--- src/rtl/decode_pkg.sv ---
// Shared constants for the scanning one-hot decoder: mode select values and FSM encoding.
package decode_pkg;

    localparam logic MODE_DIRECT = 1'b0;
    localparam logic MODE_SCAN   = 1'b1;

    localparam logic [1:0] ST_IDLE   = 2'd0;
    localparam logic [1:0] ST_DIRECT = 2'd1;
    localparam logic [1:0] ST_SCAN   = 2'd2;

endpackage

--- src/rtl/decode_onehot.sv ---
// Combinational SEL_W-to-2^SEL_W one-hot decoder; all-zero when disabled.
module decode_onehot #(
    parameter int unsigned SEL_W = 2,
    localparam int unsigned OUT_N = 2 ** SEL_W
) (
    input  logic             en,
    input  logic [SEL_W-1:0] sel,
    output logic [OUT_N-1:0] d
);

    always_comb begin
        d = '0;
        if (en) begin
            d[sel] = 1'b1;
        end
    end

endmodule

--- src/rtl/decoder_scan.sv ---
// Registered one-hot decoder with enable, driven either by a direct select bus or by an
// internal sequencer that steps through every line with a programmable dwell time.
module decoder_scan
    import decode_pkg::*;
#(
    parameter int unsigned SEL_W   = 2,
    parameter int unsigned DWELL_W = 4,
    localparam int unsigned OUT_N  = 2 ** SEL_W
) (
    input  logic               clk,
    input  logic               rst,
    input  logic               en,
    input  logic               mode,
    input  logic [SEL_W-1:0]   sel,
    input  logic [DWELL_W-1:0] dwell,
    output logic [OUT_N-1:0]   d,
    output logic [SEL_W-1:0]   cur_sel,
    output logic               wrap
);

    logic [1:0]         state_q, state_d;
    logic [DWELL_W-1:0] cnt_q, cnt_d;
    logic [SEL_W-1:0]   sel_d;
    logic               d_en;
    logic               wrap_d;
    logic [OUT_N-1:0]   d_d;

    // State is chosen from the inputs seen at each edge, and the actions follow that choice.
    always_comb begin
        if (!en) begin
            state_d = ST_IDLE;
        end else if (mode == MODE_SCAN) begin
            state_d = ST_SCAN;
        end else begin
            state_d = ST_DIRECT;
        end
    end

    always_comb begin
        cnt_d  = cnt_q;
        sel_d  = cur_sel;
        d_en   = 1'b0;
        wrap_d = 1'b0;
        case (state_d)
            ST_DIRECT: begin
                sel_d = sel;
                cnt_d = '0;
                d_en  = 1'b1;
            end
            ST_SCAN: begin
                d_en = 1'b1;
                // >= lets a lowered dwell take effect at once instead of waiting for cnt to wrap.
                if (cnt_q >= dwell) begin
                    cnt_d  = '0;
                    sel_d  = cur_sel + SEL_W'(1);
                    wrap_d = &cur_sel;
                end else begin
                    cnt_d = cnt_q + DWELL_W'(1);
                end
            end
            default: ;
        endcase
    end

    decode_onehot #(
        .SEL_W (SEL_W)
    ) u_decode_onehot (
        .en  (d_en),
        .sel (sel_d),
        .d   (d_d)
    );

    always_ff @(posedge clk or posedge rst) begin
        if (rst) begin
            state_q <= ST_IDLE;
            cnt_q   <= '0;
            cur_sel <= '0;
            d       <= '0;
            wrap    <= 1'b0;
        end else begin
            state_q <= state_d;
            cnt_q   <= cnt_d;
            cur_sel <= sel_d;
            d       <= d_d;
            wrap    <= wrap_d;
        end
    end

    always_comb begin
        assert ($onehot0(d));
        if (state_q != ST_SCAN) begin
            assert (!wrap);
        end
        if (state_q != ST_IDLE) begin
            assert (d != '0);
        end
    end

endmodule
--- config.mk ---
export PLATFORM = sky130hd
export DESIGN_NAME = decoder_scan
export DESIGN_NICKNAME = d
export VERILOG_FILES = /design/src/rtl/decode_pkg.sv /design/src/rtl/decode_onehot.sv /design/src/rtl/decoder_scan.sv
export SDC_FILE = /design/constraint.sdc
export NUM_CORES = 1
export LEC_CHECK = 0
export ABC_CLOCK_PERIOD_IN_PS = 2500
export CELL_PAD_IN_SITES_DETAIL_PLACEMENT = 0
export CELL_PAD_IN_SITES_GLOBAL_PLACEMENT = 1
export CORE_UTILIZATION = 35
export DETAILED_ROUTE_END_ITERATION = 12
export PLACE_DENSITY_LB_ADDON = 0.08
export SLEW_MARGIN = 20
export SYNTH_ARGS = -nofsm -noshare
export SYNTH_HDL_FRONTEND = slang
export SYNTH_SLANG_ARGS = --single-unit
--- constraint.sdc ---
create_clock -name clk -period 2.5 [get_ports clk]
set_input_delay 0.75 -clock clk [delete_from_list [all_inputs] [get_ports clk]]
set_output_delay 0.75 -clock clk [all_outputs]
set_load 0.03 [all_outputs]
Word level (Yosys, flattened, before mapping)
Index checks and enable logic that the tools add are counted.
- register bits: 11
- input port bits: 10
- word-level logic and storage cells: 27
- add/subtract/negate cells: 2
- magnitude comparators: 3
- eq/ne operators: 2
- multiplexer cells: 12
- reductions and logical operators: 4
- operators with widths (kind ; number):
    $mux 4 ; 2
    $pmux 4 s2 ; 1
    $mux 2 ; 3
    $add 4x1->4 const B ; 1
    $ge 4x4->1 ; 1
    $mux 1 ; 4
    $pmux 2 s2 ; 1
    $lt 2x3->1 const B ; 1
    $add 2x1->2 const B ; 1
    $demux 1 s2 ; 1
    $eq 2x1->1 const B ; 1
    $eq 2x2->1 const B ; 1
    $ge 2x1->1 const B ; 1
    $reduce_and 2->1 ; 1
    $reduce_bool 2->1 ; 1
    $reduce_or 2->1 ; 1
    $logic_and 1x1->1 ; 1

Depth between registers and ports, before layout
- depth in word-level cells: 9
- depth in mapped cells: 7

Hierarchy
From an unflattened synthesis, not the netlist that was laid out.
- cell total of the unflattened synthesis: 60
- area total of the unflattened synthesis: 629.4 sq um
- modules (own cells, without submodules) (module ; times used ; cells an instance ; area an instance (sq um) ; seq. area each (sq um)):
    decoder_scan ; 1 ; 56 ; 591.8 ; 275.3
    decode_onehot ; 1 ; 4 ; 37.5 ; 0.0

Least setup slack after synthesis
OpenSTA, ideal clock, no wires.
- path type: in2reg
- from: in dwell[2]
- to: reg d[2]
- setup time: 120 ps
- arrival: 2087 ps
- path slack: 293 ps
- cell stages on the path: 7
- path buffers: 0
- cells stage by stage: inv_1 > ha_1 > a21o_1 > a21oi_2 > a21oi_1 > a311o_2 > and3_1
- cells in the longest elaborated chain, start to end: 8
- elaborated cells between the ends (all ways): 9
- those cells by class: order compare (3); mux (5); reduce/logical (1)
- ends and longest elaborated chain (what ; RTL line ; text):
    from (decl) ; decoder_scan.sv:15 ; input logic [DWELL_W-1:0] dwell,
    $ge 4x4->1 (*) ; decoder_scan.sv:53 ; if (cnt_q >= dwell) begin
    $mux 2 (*) ; decoder_scan.sv:53 ;
    $pmux 2 s2 (*) ; decoder_scan.sv:44 ; case (state_d)
    named net sel_d[1] ; decoder_scan.sv:23 ; logic [SEL_W-1:0] sel_d;
    $lt 2x3->1 (implied by the code) or $ge 2x1->1 (tied branches) ; decode_onehot.sv:14 ; d[sel] = 1'b1;
    $logic_and 1x1->1 (implied by the code) ; decode_onehot.sv:14 ;
    $mux 1 (implied by the code) ; decode_onehot.sv:14 ;
    $demux 1 s2 (*) ; n/a ;
    $mux 4 (*) ; decode_onehot.sv:13 ; if (en) begin
    named net d_d[2] ; decoder_scan.sv:26 ; logic [OUT_N-1:0] d_d;
    to (signal assigned) ; decoder_scan.sv:78 ; d <= '0;
    to (signal assigned) ; decoder_scan.sv:84 ; d <= d_d;
    to (decl) ; decoder_scan.sv:16 ; output logic [OUT_N-1:0] d,
The timed path passes the listed nets; every way through them passes the cells marked *.
A chain may end at the register's enable or synchronous reset.

Worst setup path after layout
Ends and elaborated chain as after synthesis.

==> flow_metrics.tcl <==
set metrics [dict create \
    antenna_found_initial 0 \
    period_minus_slack_ns 2.442 \
    final_util_pct 56.83 \
    synthCells 60 \
    slew_headroom_pct 72.14 \
    layout-drive-gt1-share_pct 22.62 \
    clockBufferDepth 2 \
    yosysWarningCount 0 \
    dieArea_um2 1979 \
    async_flop_share_pct 100.0 \
    clkLatencyLatePin_ns 0.27 \
    critPathArrivalTime_ns 2.61 \
    firstDrtPassIters 3 \
    synth_area_leaders "dfrtp_1 (44%), ha_1 (12%), inv_1 (4.8%), nand3_1 (2.4%), a21o_1 (2.4%)" \
    required_ns 2.67 \
    die_w_um 44.49 \
    netlist_area_um2 631.9 \
    dpl_cell_area_um2 859.6 \
    synth_edf_count 0 \
    drt-total-wl_um 1373 \
    yosysTopAreaCell "dfrtp_1" \
    htreeDepth 1 \
    fillCellCount 151 \
    nets 101 \
    clkTransAtPathRegs_ns 0.08 \
    root_buffer "clkbuf_4" \
    area_growth_pct 43.37 \
    status "finished clean" \
    post_cts_buffers 0 \
    io_pins 17 \
    grt_pass1_wl_um 2256 \
    crit_start "dwell[2]" \
    fmaxAchievable_mhz 409.5 \
    setup_violations 0 \
    holdWs_ns 0.5053 \
    worst_setup_path_start_kind "input port" \
    core-area_um2 1594 \
    routed.top_layer "met3" \
    post-route-period-util_pct 97.69 \
    ys.flop_type "dfrtp_1" \
    diodes 0 \
    yosysSeqAreaShare_pct 43.56 \
    power_density_nw_per_um2 580.3 \
    ff2ff_setup_slack_ns 0.59 \
    fin_cells 108 \
    detailed_place_hpwl_um 1022 \
    clock_skew_ns 0.007588 \
    gp_congestion 0.7094 \
    r2r_end "d[2]" \
    fin_area_um2 905.9 \
    ff2ff_path_depth 6 \
    grt_max_degree 12 \
    portBuffers 16 \
    cap_violations 0 \
    placed_cells 104 \
    vias 528 \
    vdd_drop_max_v 0.0004423 \
    wl_met1_um 633 \
    start_util_pct 39.64 \
    drt_iter0_drc 4 \
    power_uw 525.6 \
    wl_per_cell_um 12.71 \
    worst_pin_slew_ns 0.4175 \
    grtUsageTotal_pct 15.70 \
    grt_pass1_vias 507 \
    cts_tree "built" \
    hp-class "flop to flop" \
    crit_type "input port to flop" \
    r2r-start "cnt_q[2]" \
    ant_nets 0 \
    met3WireLength_um 55 \
    clock_sinks 11 \
    endpoint_kind "flop" \
    numCtsBuffers 3 \
    synth.avg_cell_area_um2 10.53 \
    drv_slew 0 \
    p_leak_uw 0.0004319 \
    crit_fanout 5 \
    cp-endpoint "d[2]" \
    synth_top_area_share_pct 43.56 \
    drc 0 \
    viasPerCell 4.889 \
    rows 14 \
    syn_nets 76 \
    wl_met2_um 685 \
    hold_viol 0 \
    ys_ff_latch 11 \
    die_h_um 44.49 \
    gr-total-overflow 0 \
    synth_cell_types 30 \
]
## per-stage QoR
stage / setup TNS (ns) / worst slack (ns)
floorplan: 0 / 0.2931
global placement: -1.200 / -0.2551
detailed placement: -1.319 / -0.2633
CTS: 0 / 0.02717
global route: -0.04025 / -0.02419
finish: 0 / 0.05772
## how the worst min path moves through the flow
stage	start	to	slack [ns]	cells past startpoint
global route	cnt_q[3]	cnt_q[3]	0.53	1
floorplan	cnt_q[3]	cnt_q[3]	0.46	1
CTS	cnt_q[3]	cnt_q[3]	0.50	1
global placement	cnt_q[3]	cnt_q[3]	0.49	1
detailed placement	cnt_q[3]	cnt_q[3]	0.49	1
finish	cnt_q[3]	cnt_q[3]	0.51	1
## flip-flops by register name, summed over array words and instances (netlist names)
| signal | flops |
|---|---|
| cnt_q | 4 |
| d | 4 |
| cur_sel | 2 |
| wrap | 1 |
## layout by cell type, fill, tap and decap left out, types with 2 or more instances in the layout
cell / count
buf_4: 6
dfrtp_1: 11
inv_1: 8
ha_1: 6
clkdlybuf4s50_1: 16
a21o_1: 2
nand3_1: 3
nand2_1: 3
a21oi_1: 2
nor3b_1: 2
clkbuf_4: 3
## power breakdown
part / switching [uW] / internal (uW)
registers: 20.4 / 198
logic: 93.0 / 93.0
clock network: 61.6 / 59.2
## layout make-up
type	instances	area, um^2	area share, %
flip-flops and latches	11	275.3	30.39
clock inverters	1	5.005	0.5525
inverters	8	30.03	3.315
clock buffers	3	22.52	2.486
multi-input cells	39	337.8	37.29
well taps	24	30.03	3.315
repair buffers	22	205.2	22.65
## layer usage
layer	global-route usage, %	vias up
li1	-	268
met1	20.61	250
met2	24.41	10
met3	6.122	0
met4	3.636	0
met5	0	-
## what timing repair did
| action | CTS | global route |
|---|---|---|
| resized for setup | 0 | 3 |
| hold buffers | 0 | 0 |
| endpoints found under the setup margin | 0 | 4 |
## cells in the mapped netlist (all sizes together), types with 2 or more instances
master  count
a21oi       3
nand3       3
ha          6
nor3b       3
nand2       3
a21o        2
clkbuf      2
inv         8
dfrtp      11
and2        2
## critical path: stages
cell and delay (ns):
clkdlybuf4s50_1 0.45, inv_1 0.04, ha_1 0.31, a21o_1 0.22, a21oi_4 0.20, a21oi_1 0.10
a311o_2 0.37, and3_1 0.17
## kinds of logic (layout without fill, tap and decap cells)
| logic type | after synthesis | in the layout | synth area share [%] |
|---|---|---|---|
| compound gates | 16 | 16 | 20.40 |
| fa+ha+maj | 6 | 6 | 11.88 |
| buf+inv | 10 | 34 | 5.941 |
| flops | 11 | 11 | 43.56 |
| mux | 1 | 1 | 1.584 |
| simple gates | 16 | 16 | 16.63 |
Note: power is estimated with default switching activity, not from simulation.
